File: src/rtl/autosa_csb_pkg.sv
// Shared CSB packet layout: request/response field offsets, widths and response IDs,
// plus helpers for byte-enable merge and response packing.
package autosa_csb_pkg;

    localparam int ADDR_W  = 22;
    localparam int DATA_W  = 32;
    localparam int WRBE_W  = 4;
    localparam int LEVEL_W = 2;

    localparam int REQ_ADDR_LSB    = 0;
    localparam int REQ_WDAT_LSB    = 22;
    localparam int REQ_WRITE_BIT   = 54;
    localparam int REQ_NPOSTED_BIT = 55;
    localparam int REQ_SRCPRIV_BIT = 56;
    localparam int REQ_WRBE_LSB    = 57;
    localparam int REQ_LEVEL_LSB   = 61;
    localparam int REQ_PD_W        = 63;

    localparam int RESP_RDAT_LSB  = 0;
    localparam int RESP_ERROR_BIT = 32;
    localparam int RESP_ID_BIT    = 33;
    localparam int RESP_PD_W      = 34;

    localparam logic RESP_ID_READ  = 1'b0;
    localparam logic RESP_ID_WRITE = 1'b1;

    function automatic logic [DATA_W-1:0] byte_merge(
        input logic [DATA_W-1:0] old_word,
        input logic [DATA_W-1:0] new_word,
        input logic [WRBE_W-1:0] be
    );
        logic [DATA_W-1:0] merged;
        merged = old_word;
        for (int b = 0; b < WRBE_W; b++) begin
            if (be[b]) begin
                merged[8*b +: 8] = new_word[8*b +: 8];
            end
        end
        return merged;
    endfunction

    function automatic logic [RESP_PD_W-1:0] make_resp(
        input logic              id,
        input logic              error,
        input logic [DATA_W-1:0] rdat
    );
        logic [RESP_PD_W-1:0] resp;
        resp                             = '0;
        resp[RESP_RDAT_LSB +: DATA_W]    = rdat;
        resp[RESP_ERROR_BIT]             = error;
        resp[RESP_ID_BIT]                = id;
        return resp;
    endfunction

endpackage

File: src/rtl/autosa_glb_csb_resp_fifo.sv
// Small response FIFO with count-based full/empty; head word is presented
// combinationally and forced to zero while empty so it is clean out of reset.
module autosa_glb_csb_resp_fifo #(
    parameter int WIDTH = 34,
    parameter int DEPTH = 4
) (
    input  logic             clk,
    input  logic             rstn,
    input  logic             push,
    input  logic [WIDTH-1:0] din,
    input  logic             pop,
    output logic [WIDTH-1:0] dout,
    output logic             full,
    output logic             empty
);

    localparam int PTR_W = $clog2(DEPTH);
    localparam int CNT_W = $clog2(DEPTH + 1);

    logic [WIDTH-1:0] mem_reg [DEPTH];
    logic [PTR_W-1:0] wr_ptr_reg;
    logic [PTR_W-1:0] rd_ptr_reg;
    logic [CNT_W-1:0] count_reg;
    logic             do_push;
    logic             do_pop;

    assign full    = (count_reg == CNT_W'(DEPTH));
    assign empty   = (count_reg == '0);
    assign do_push = push & ~full;
    assign do_pop  = pop & ~empty;
    assign dout    = empty ? '0 : mem_reg[rd_ptr_reg];

    // DEPTH is a power of two, so pointers wrap naturally.
    always_ff @(posedge clk) begin
        if (!rstn) begin
            wr_ptr_reg <= '0;
            rd_ptr_reg <= '0;
            count_reg  <= '0;
        end else begin
            if (do_push) begin
                wr_ptr_reg <= wr_ptr_reg + 1'b1;
            end
            if (do_pop) begin
                rd_ptr_reg <= rd_ptr_reg + 1'b1;
            end
            count_reg <= count_reg + CNT_W'(do_push) - CNT_W'(do_pop);
        end
    end

    always_ff @(posedge clk) begin
        if (do_push) begin
            mem_reg[wr_ptr_reg] <= din;
        end
    end

endmodule

File: src/rtl/autosa_glb_csb_tgt.sv
// CSB target exposing NUM_REGS 32-bit registers with a queued response path.
// Optional source-privilege write filtering is enabled by AUTOSA_CSB_PRIV_CHECK_EN.
module autosa_glb_csb_tgt
    import autosa_csb_pkg::*;
#(
    parameter int          NUM_REGS   = 16,
    parameter logic [21:0] BASE_ADDR  = 22'h0,
    parameter int          RESP_DEPTH = 4
) (
    input  logic                       autosa_core_clk,
    input  logic                       autosa_core_rstn,
    input  logic                       csb2gec_req_pvld,
    output logic                       csb2gec_req_prdy,
    input  logic [REQ_PD_W-1:0]        csb2gec_req_pd,
    output logic                       gec2csb_resp_valid,
    input  logic                       gec2csb_resp_prdy,
    output logic [RESP_PD_W-1:0]       gec2csb_resp_pd,
    output logic [NUM_REGS*32-1:0]     reg_q
);

    localparam int IDX_W = (NUM_REGS > 1) ? $clog2(NUM_REGS) : 1;

    logic [ADDR_W-1:0]  addr;
    logic [DATA_W-1:0]  wdat;
    logic               write;
    logic               nposted;
    logic [WRBE_W-1:0]  wrbe;
    logic [LEVEL_W-1:0] unused_level;

    assign addr         = csb2gec_req_pd[REQ_ADDR_LSB +: ADDR_W];
    assign wdat         = csb2gec_req_pd[REQ_WDAT_LSB +: DATA_W];
    assign write        = csb2gec_req_pd[REQ_WRITE_BIT];
    assign nposted      = csb2gec_req_pd[REQ_NPOSTED_BIT];
    assign wrbe         = csb2gec_req_pd[REQ_WRBE_LSB +: WRBE_W];
    assign unused_level = csb2gec_req_pd[REQ_LEVEL_LSB +: LEVEL_W];

    // Extend to 23 bits so addresses below BASE_ADDR cannot wrap into the window.
    logic [ADDR_W:0] addr_ext;
    logic [ADDR_W:0] base_ext;
    logic [ADDR_W:0] diff;
    logic            hit;
    logic [IDX_W-1:0] idx;

    assign addr_ext = {1'b0, addr};
    assign base_ext = {1'b0, BASE_ADDR};
    assign diff     = addr_ext - base_ext;
    assign hit      = (addr_ext >= base_ext) && (diff < (ADDR_W+1)'(NUM_REGS));
    assign idx      = diff[IDX_W-1:0];

    logic priv_ok;
`ifdef AUTOSA_CSB_PRIV_CHECK_EN
    assign priv_ok = csb2gec_req_pd[REQ_SRCPRIV_BIT] | ~write;
`else
    logic unused_srcpriv;
    assign unused_srcpriv = csb2gec_req_pd[REQ_SRCPRIV_BIT];
    assign priv_ok        = 1'b1;
`endif

    logic fifo_full;
    logic fifo_empty;
    logic accept;
    logic wr_en;
    logic resp_push;
    logic resp_pop;
    logic [DATA_W-1:0]    rd_data;
    logic [RESP_PD_W-1:0] resp_din;
    logic [DATA_W-1:0]    regs [NUM_REGS];

    assign csb2gec_req_prdy   = ~fifo_full;
    assign accept             = csb2gec_req_pvld & csb2gec_req_prdy;
    assign wr_en              = accept & write & hit & priv_ok;
    assign resp_push          = accept & (~write | nposted);
    assign gec2csb_resp_valid = ~fifo_empty;
    assign resp_pop           = gec2csb_resp_valid & gec2csb_resp_prdy;

    // Reads return the pre-write register value; only one request per cycle anyway.
    assign rd_data  = hit ? regs[idx] : '0;
    assign resp_din = make_resp(write ? RESP_ID_WRITE : RESP_ID_READ,
                                ~hit | ~priv_ok,
                                write ? '0 : rd_data);

    genvar gi;
    generate
        for (gi = 0; gi < NUM_REGS; gi++) begin : g_reg
            logic [DATA_W-1:0] word_reg;

            always_ff @(posedge autosa_core_clk) begin
                if (!autosa_core_rstn) begin
                    word_reg <= '0;
                end else if (wr_en && (idx == IDX_W'(gi))) begin
                    word_reg <= byte_merge(word_reg, wdat, wrbe);
                end
            end

            assign regs[gi]             = word_reg;
            assign reg_q[gi*32 +: 32]   = word_reg;
        end
    endgenerate

    autosa_glb_csb_resp_fifo #(
        .WIDTH (RESP_PD_W),
        .DEPTH (RESP_DEPTH)
    ) u_resp_fifo (
        .clk   (autosa_core_clk),
        .rstn  (autosa_core_rstn),
        .push  (resp_push),
        .din   (resp_din),
        .pop   (resp_pop),
        .dout  (gec2csb_resp_pd),
        .full  (fifo_full),
        .empty (fifo_empty)
    );

endmodule

File: config.mk
export PLATFORM = sky130hd
export DESIGN_NAME = autosa_glb_csb_tgt
export DESIGN_NICKNAME = d
export VERILOG_FILES = /design/src/rtl/autosa_csb_pkg.sv /design/src/rtl/autosa_glb_csb_resp_fifo.sv /design/src/rtl/autosa_glb_csb_tgt.sv
export SDC_FILE = /design/constraint.sdc
export NUM_CORES = 1
export LEC_CHECK = 0
export BUFFER_PORTS_ARGS = -buffer_cell sky130_fd_sc_hd__clkbuf_2
export CAP_MARGIN = 0
export CORE_ASPECT_RATIO = 0.75
export CORE_UTILIZATION = 38
export CTS_BUF_LIST = sky130_fd_sc_hd__clkbuf_2 sky130_fd_sc_hd__clkbuf_4 sky130_fd_sc_hd__clkbuf_8
export CTS_CLUSTER_DIAMETER = 150
export CTS_CLUSTER_SIZE = 30
export DETAILED_ROUTE_END_ITERATION = 16
export PLACE_DENSITY = 0.69
export SLEW_MARGIN = 15
export SYNTH_ARGS = -nofsm -noshare
export SYNTH_HDL_FRONTEND = slang
export SYNTH_SLANG_ARGS = --single-unit
File: constraint.sdc
create_clock -name autosa_core_clk -period 3.7 [get_ports autosa_core_clk]
set_clock_uncertainty 0.15 [all_clocks]
set_input_delay 0.37 -clock autosa_core_clk [delete_from_list [all_inputs] [get_ports autosa_core_clk]]
set_output_delay 0.37 -clock autosa_core_clk [all_outputs]
set_load 0.05 [all_outputs]
Word level (Yosys, flattened, before mapping). Memories as Yosys holds them, arrays and structs flattened. A register that Yosys moved wholly into a read port is not among the register bits. Cells that the tools add are included.

Memories: 1. Register bits after elaboration: 519. Memory bits (writable): 136. Output and inout port bits: 548.

Multiplexer cells: 11. Order comparisons: 3. Eq/ne operators: 16. $add $sub $neg: 4. Bitwise gates (word level): 13. Reductions and logical operators: 83.

Memories: u_resp_fifo.mem_reg (words 4, bits a word 34, read ports 1, clocked after Yosys merged registers in 1, write ports 1, line autosa_glb_csb_resp_fifo.sv:20) `logic [WIDTH-1:0] mem_reg [DEPTH];`.

Operators by type and width (count): binary-select mux 32 bit (select 4 bit) (1); two-way mux 32 bit (4); AND reduction 2 bit (64); two-way mux 34 bit (1); equality test 4 bit (second input constant) (8); >= comparator 22 x 1 -> 1 bit (second input constant) (1); < comparator 22 x 5 -> 1 bit (second input constant) (1); logical AND 1 bit (17); equality test 4 x 3 -> 1 bit (second input constant) (4); equality test 4 x 2 -> 1 bit (second input constant) (2); AND 1 bit (7); >= comparator 5 bit (second input constant) (1); NOT 4 -> 5 bit (1); adder 2 x 1 -> 2 bit (second input constant) (2); equality test 4 x 1 -> 1 bit (second input constant) (1); logical NOT 4 bit (1); two-way mux 2 bit (2); NOT 1 bit (4); adder 3 x 1 -> 3 bit (1); equality test 3 bit (second input constant) (1); logical NOT 3 bit (1); two-way mux 1 bit (3); subtractor 3 x 1 -> 3 bit (1); OR 1 bit (1).

Depth between registers and ports, before layout. Gate-level depths: netlist of the first run.

Word-level depth: 7. Gate-level depth with buffers: 11. Gate-level depth less buffers: 10.

Cells and area by module. From an unflattened synthesis of the first run, not the netlist that was laid out.

Cells, all modules: 2341. Area, all modules: 28665.0 um2.

Modules (own cells, without submodules): autosa_glb_csb_tgt (area an instance 22924.5 um2, cells an instance 2074, instances 1); autosa_glb_csb_resp_fifo (area an instance 5740.5 um2, cells an instance 267, instances 1).

Worst setup path after synthesis of the first run. OpenSTA, ideal clock, no wires.

Path kind: register -> register. Start: register u_resp_fifo.count_reg[1]. End: memory u_resp_fifo.mem_reg[0][0] (enable). Cell stages (with the launch flop): 6. Arrival time: 2468 ps. Buffers on the path: 2. Clock period less this slack: 3013 ps. Slack: 687 ps. Cell sequence: dfxtp_1 or3b_2 clkbuf_1 and3_1 clkbuf_1 and2_1.

Cells in the longest elaborated chain, start to end: 7.

Ends and longest elaborated chain: start, declared (line autosa_glb_csb_resp_fifo.sv:23) `logic [CNT_W-1:0] count_reg;`; start signal, assigned (line autosa_glb_csb_resp_fifo.sv:46) `count_reg <= count_reg + CNT_W'(do_push) - CNT_W'(do_pop);`; equality test 3 bit (*) (line autosa_glb_csb_resp_fifo.sv:27) `assign full = (count_reg == CNT_W'(DEPTH));`; NOT 1 bit (*) (line autosa_glb_csb_tgt.sv:69) `assign csb2gec_req_prdy = ~fifo_full;`; net csb2gec_req_prdy (line autosa_glb_csb_tgt.sv:13) `output logic csb2gec_req_prdy,`; AND 1 bit (line autosa_glb_csb_tgt.sv:70) `assign accept = csb2gec_req_pvld & csb2gec_req_prdy;`; AND 1 bit (line autosa_glb_csb_tgt.sv:72) `assign resp_push = accept & (~write | nposted);`; AND 1 bit (*) (line autosa_glb_csb_resp_fifo.sv:29) `assign do_push = push & ~full;`; two-way mux 1 bit (*) (line autosa_glb_csb_resp_fifo.sv:51) `if (do_push) begin`; two-way mux 1 bit (implied by the code) (*) (line autosa_glb_csb_resp_fifo.sv:52) `mem_reg[wr_ptr_reg] <= din;`; end, declared (line autosa_glb_csb_resp_fifo.sv:20).

The timed path passes the listed nets; every way through them passes the cells marked *.

==> results of run 1 <==
[worst max-delay path, stage by stage (launching register included)]
cell and delay, ns:
dfxtp_2 0.74, buf_4 0.26, mux4_2 0.49, and2_1 0.29, clkbuf_2 0.29
[power groups by stage]
stage / Combinational (uW) / Sequential (uW) / Clock, uW
6_report: 2740 / 7530 / 2940
3_5_place_dp: 2770 / 7690 / 0
5_1_grt: 2880 / 7560 / 3260
3_3_place_gp: 2760 / 7680 / 0
4_1_cts: 2780 / 7540 / 3020
2_1_floorplan: 1900 / 7630 / 0
[routing by layer]
metal,wire length [um],global-route usage [%],vias up,share of wire [%]
li1,-,-,9381,-
met1,41500,34.4,10800,42
met2,46300,40.5,957,47
met3,8030,4.79,104,8.2
met4,2280,5.28,2,2.3
met5,11,0,-,0.011
[final cells by class]
type | count | area [sq um] | area share [%]
inverter | 5 | 18.8 | 0.0566
clock inverter | 1 | 5.00 | 0.0151
timing repair buffer | 697 | 3890 | 11.7
tap | 968 | 1210 | 3.65
sequential | 657 | 14500 | 43.8
clock buffer | 37 | 434 | 1.31
multi-input combinational | 1480 | 13100 | 39.5
antenna | 1 | 2.50 | 0.00754
[metrics by stage]
| step | cell area, sq um | hold slack, ns | setup slack, ns | cells |
|---|---|---|---|---|
| 5_1_grt | 33200 | 0.0370 | 0.200 | 3845 |
| 2_1_floorplan | 28300 | 0.319 | 0.687 | 2309 |
| 3_3_place_gp | 32700 | 0.304 | 0.722 | 3799 |
| 6_report | 33200 | 0.0755 | 0.384 | 3846 |
| 4_1_cts | 33200 | 0.00976 | 0.266 | 3845 |
| 3_5_place_dp | 32700 | 0.308 | 0.698 | 3799 |
[worst paths after layout]
kind	to	from	cells past startpoint	slack (ns)
setup / recovery	gec2csb_resp_pd[22]	flip-flop	4	0.38
hold / removal	u_resp_fifo.mem_reg[0][32]	csb2gec_req_pd[17]	4	0.08
setup reg to reg	g_reg[14].word_reg[24]	u_resp_fifo.count_reg[1]	5	1.13
hold reg to reg	g_reg[2].word_reg[20]	g_reg[2].word_reg[20]	2	0.33
[cells in the final DEF, fill, tap and decap left out, drive strengths merged, types with 32 or more instances in the layout]
master,Yosys,routed
buf,40,80
a22oi,64,64
nand2,561,561
nor3,64,64
a21oi,32,32
mux4,162,162
mux2i,513,513
clkbuf,127,646
and2,44,44
dfxtp,521,521
edfxtp,136,136
[kinds of logic (layout without fill, tap and decap cells)]
family,Yosys count,after routing,share of synthesized area (%)
buffers and inverters,172,740,2.56
other,0,1,0
muxes,675,675,31.0
DFF,657,657,51.3
and+or+nand+nor,697,697,12.4
adders and majority gates,7,7,0.336
xor gates and xnor gates,5,5,0.155
AOI/OAI and AO/OA,96,96,2.26
==> reports/metrics.cfg, run 1 <==
[critical_path]
timing.critical_path.arrival_ns=2.80
worst-path-max-fanout=14
cp-start-kind=flip-flop
end_kind=output pin
worstSetupPathType=reg -> out
cp.required_ns=3.18

[global_route]
grt_max_degree=92
track_usage_pct=24.9
gr-total-overflow=0
antenna_found_initial=2
grt_pass1_vias=19700
grt_first_pass_wirelength_mm=140

[hold_path]
min_path_type=in -> reg

[outcome]
status=finished clean

[timing]
finalMaxSlewViolations=0
hold_viol_final=0
tightest_slew_ns=1.10
fin_crit_sh_pct=89.6
relSlewSlack_pct=26.2
fin_crit_ns=3.32
setup_viol=0
fmax_mhz=302
rsz0062_at_grt=no
tns_ns=0

[cells_and_area]
nFillCells=6817
final_util_pct=45.1
drive_gt1_share_pct=33.8
syn_to_final_growth_pct=17.2
nNetsFinal=2940
largest_reg_flops=512

[synthesis]
yosysUniqueCellTypes=33
ys_warn_count=0
syn-num-nets=2383
synthTopCellsByCount=nand2_1, dfxtp_1, mux2i_1
synth_area_per_cell_sq_um=12.3
postSynthCellCount=2309
synth-edff-count=136
yosys.area.top_type_share_pct=36.9
ys_seq_area_share_pct=51.3
yosys-top-cells-area=dfxtp_1, mux2i_1, edfxtp_1
synth_area_sq_mm=0.0283
synth_async_sr_flop_share_pct=0
synth_most_common_cell=nand2_1
synth-main-ff-cell=dfxtp_1
synth_area_leader_cell=dfxtp_1
ys_seq_elements=657

[clocking]
cts_tree=done
cts_buffer_depth=3
cts_max_level=1
cts_root_buf=clkbuf_8
cts_buffers=25
clkTransAtPathRegs_ns=0.18
cts_hold_buf=8
cts_setup_buffers=0
ctsResizeCount=0
cts.sinks=657
insertion_delay_ns=0.71

[drt]
drt-total-wl_mm=98.1
ant_nets=0
vias=21200
routedWlPerCell_um=25.5
vias_per_cell=5.52
first_pass_iters=5
drtIter0Drc=1956
drc=0

[power]
total_switching_power_uw=4250
pwr-share-comb_pct=20.7
pwr-share-seq_pct=57.0
power_uw=13200
power.internal_uw=8970
pwr-share-clk_pct=22.3
leakage_uw=0.0123
p_per_area_mw_per_mm2=398
p_sw_share_pct=32.2
vdd_drop_max_mv=0.273

[placed_design]
dpl.hpwl_mm=70.8
io_buffers=611
gp_congestion=0.895

[die]
std_cell_rows=86
core-area_sq_mm=0.0736
io_pins=615
die_y_um=238
die_w_um=317
dieArea_sq_mm=0.0756
start_util_pct=38.4

[flow_run]
drv_cap=0

No activity file was read; power rests on OpenSTA's default activity.
==> inputs of run 2 (changes only) <==
--- a/config.mk
+++ b/config.mk
@@ -13,7 +13,7 @@
 export CTS_CLUSTER_DIAMETER = 150
 export CTS_CLUSTER_SIZE = 30
 export DETAILED_ROUTE_END_ITERATION = 16
-export PLACE_DENSITY = 0.69
+export PLACE_DENSITY = 0.65
 export SLEW_MARGIN = 15
 export SYNTH_ARGS = -nofsm -noshare
 export SYNTH_HDL_FRONTEND = slang
==> constraint.sdc (replaced) <==
create_clock -name autosa_core_clk -period 3.43 [get_ports autosa_core_clk]
set_clock_uncertainty 0.15 [all_clocks]
set_input_delay 0.343 -clock autosa_core_clk [delete_from_list [all_inputs] [get_ports autosa_core_clk]]
set_output_delay 0.343 -clock autosa_core_clk [all_outputs]
set_load 0.05 [all_outputs]
==> reports/metrics.cfg, run 2 (synthesis results as in run 1) <==
[clocking]
cts_max_level=1  ; unchanged
clkTransAtPathRegs_ns=0.18  ; about the same
cts.sinks=657  ; unchanged
cts_tree=done
cts_setup_buffers=0  ; unchanged
cts_buffers=25  ; unchanged
cts_root_buf=clkbuf_8
cts_buffer_depth=3  ; unchanged
insertion_delay_ns=0.71  ; about the same

[die]
io_pins=615  ; unchanged
start_util_pct=38.4  ; unchanged
dieArea_sq_mm=0.0756  ; unchanged
die_y_um=238  ; unchanged
die_w_um=317  ; unchanged
core-area_sq_mm=0.0736  ; unchanged
std_cell_rows=86  ; unchanged

[timing]
fin_crit_sh_pct=92.1
finalMaxSlewViolations=0  ; unchanged
tightest_slew_ns=0.923  ; -0.179 ns
whs_ns=0.0881  ; +0.0126 ns
hold_viol_final=0  ; unchanged
setup_viol=0  ; unchanged
fin_crit_ns=3.16
tns_ns=0  ; unchanged
relSlewSlack_pct=38.5  ; +12 points
fmax_mhz=316
setup_ws_ns=0.270  ; -0.113 ns
rsz0062_at_grt=no

[cells_and_area]
nFillCells=6854  ; +0.54%
largest_reg_flops=512  ; unchanged
drive_gt1_share_pct=34.2  ; +0.40 points
syn_to_final_growth_pct=17.6
mostFrequentLayoutCells=clkbuf_2, nand2_1, dfxtp_1, mux2i_1, mux4_2
final_util_pct=45.2  ; +0.15 points
mostFrequentLayoutCell=clkbuf_2
nNetsFinal=2951  ; +0.37%

[drt]
vias=21300  ; +0.50%
drc=0  ; unchanged
vias_per_cell=5.53  ; +0.14%
first_pass_iters=6  ; +1
drt-total-wl_mm=98.9  ; +0.77%
routedWlPerCell_um=25.6  ; +0.40%
drtIter0Drc=1768  ; -9.6%
ant_nets=0  ; unchanged

[critical_path]
worst-path-max-fanout=22  ; +8
cp.required_ns=2.94  ; -0.24 ns
worstSetupPathType=reg -> out
end_kind=output pin
cp-start-kind=flip-flop
timing.critical_path.arrival_ns=2.67  ; -0.13 ns
ff2ff_path_depth=10  ; +5

[placed_design]
io_buffers=611  ; unchanged
post-place-ws_ns=0.558  ; -0.141 ns
gp_congestion=0.901  ; +0.70%
dpl.hpwl_mm=72.4  ; +2.2%

[global_route]
gr-total-overflow=0  ; unchanged
grt_max_degree=89  ; -3.3%
antenna_found_initial=2  ; unchanged
grt_pass1_vias=21000  ; +6.6%
grt_first_pass_wirelength_mm=142  ; +1.6%
track_usage_pct=25.2  ; +0.28 points

[hold_path]
min_path_type=in -> reg
whs_path_depth=4  ; unchanged

[outcome]
status=finished clean

[power]
p_per_area_mw_per_mm2=428  ; +7.5%
vdd_drop_max_mv=0.378  ; +38%
leakage_uw=0.0123  ; about the same

[flow_run]
drv_cap=0  ; unchanged

run 2: cell types whose count changed in the layout (fill, tap and decap cells not counted), moves of 2 or more:
| cell | change |
|---|---|
| nand4_2 | -4 |
| buf_4 | +15 |
| buf_12 | -2 |
| clkbuf_4 | +2 |
| dlygate4sd3_1 | -2 |
| nand4_4 | +4 |
run 2: timing repair:
action | CTS | global route
endpoints found under the hold margin | 37 | 0
gates resized for setup | 0 | 0
hold buffers | 6 | 0
run 2: layer usage:
layer	up-vias	GRT usage, %	wire length (um)	part of all wire [%]
met4	2	5.73	2520	2.6
met1	10900	33.6	41300	42
li1	9390	-	-	-
met3	133	6.27	8550	8.6
met5	-	0	5	0.0051
met2	920	41.1	46500	47
run 2: through the flow:
| step | total power (uW) | std cells | area [sq um] |
|---|---|---|---|
| 5_1_grt | 14800 | 3860 | 33300 |
| 6_report | 14300 | 3860 | 33300 |
| 4_1_cts | 14400 | 3858 | 33300 |
| 2_1_floorplan | 10300 | 2309 | 28300 |
| 3_5_place_dp | 11300 | 3812 | 32800 |
| 3_3_place_gp | 11300 | 3812 | 32800 |
run 2: cell type report:
| type | count | area, sq um | area share, % |
|---|---|---|---|
| diodes | 2 | 5.00 | 0.0150 |
| clock buffers | 39 | 449 | 1.35 |
| clock inverters | 1 | 5.00 | 0.0150 |
| inverters | 5 | 18.8 | 0.0564 |
| multi-input cells | 1480 | 13100 | 39.5 |
| flip-flops and latches | 657 | 14500 | 43.6 |
| well taps | 968 | 1210 | 3.64 |
| repair buffers | 708 | 3940 | 11.8 |
run 2: worst paths after layout:
| kind | slack [ns] | endpoint | startpoint |
|---|---|---|---|
| setup / recovery | 0.27 | gec2csb_resp_pd[7] | flip-flop |
| hold / removal | 0.09 | g_reg[13].word_reg[23] | csb2gec_req_pd[59] |
| setup reg to reg | 0.75 | u_resp_fifo.count_reg[2] | u_resp_fifo.count_reg[1] |
| hold reg to reg | 0.33 | g_reg[5].word_reg[0] | g_reg[5].word_reg[0] |
run 2: critical path, cell delays in order (launching register included):
cell and delay (ns):
dfxtp_4 0.71, buf_4 0.27, mux4_2 0.50, and2_1 0.18, clkbuf_2 0.29
run 2: where the power goes:
part,switching [uW],internal [uW]
Combinational,2100,810
Clock,2340,836
Sequential,135,8040
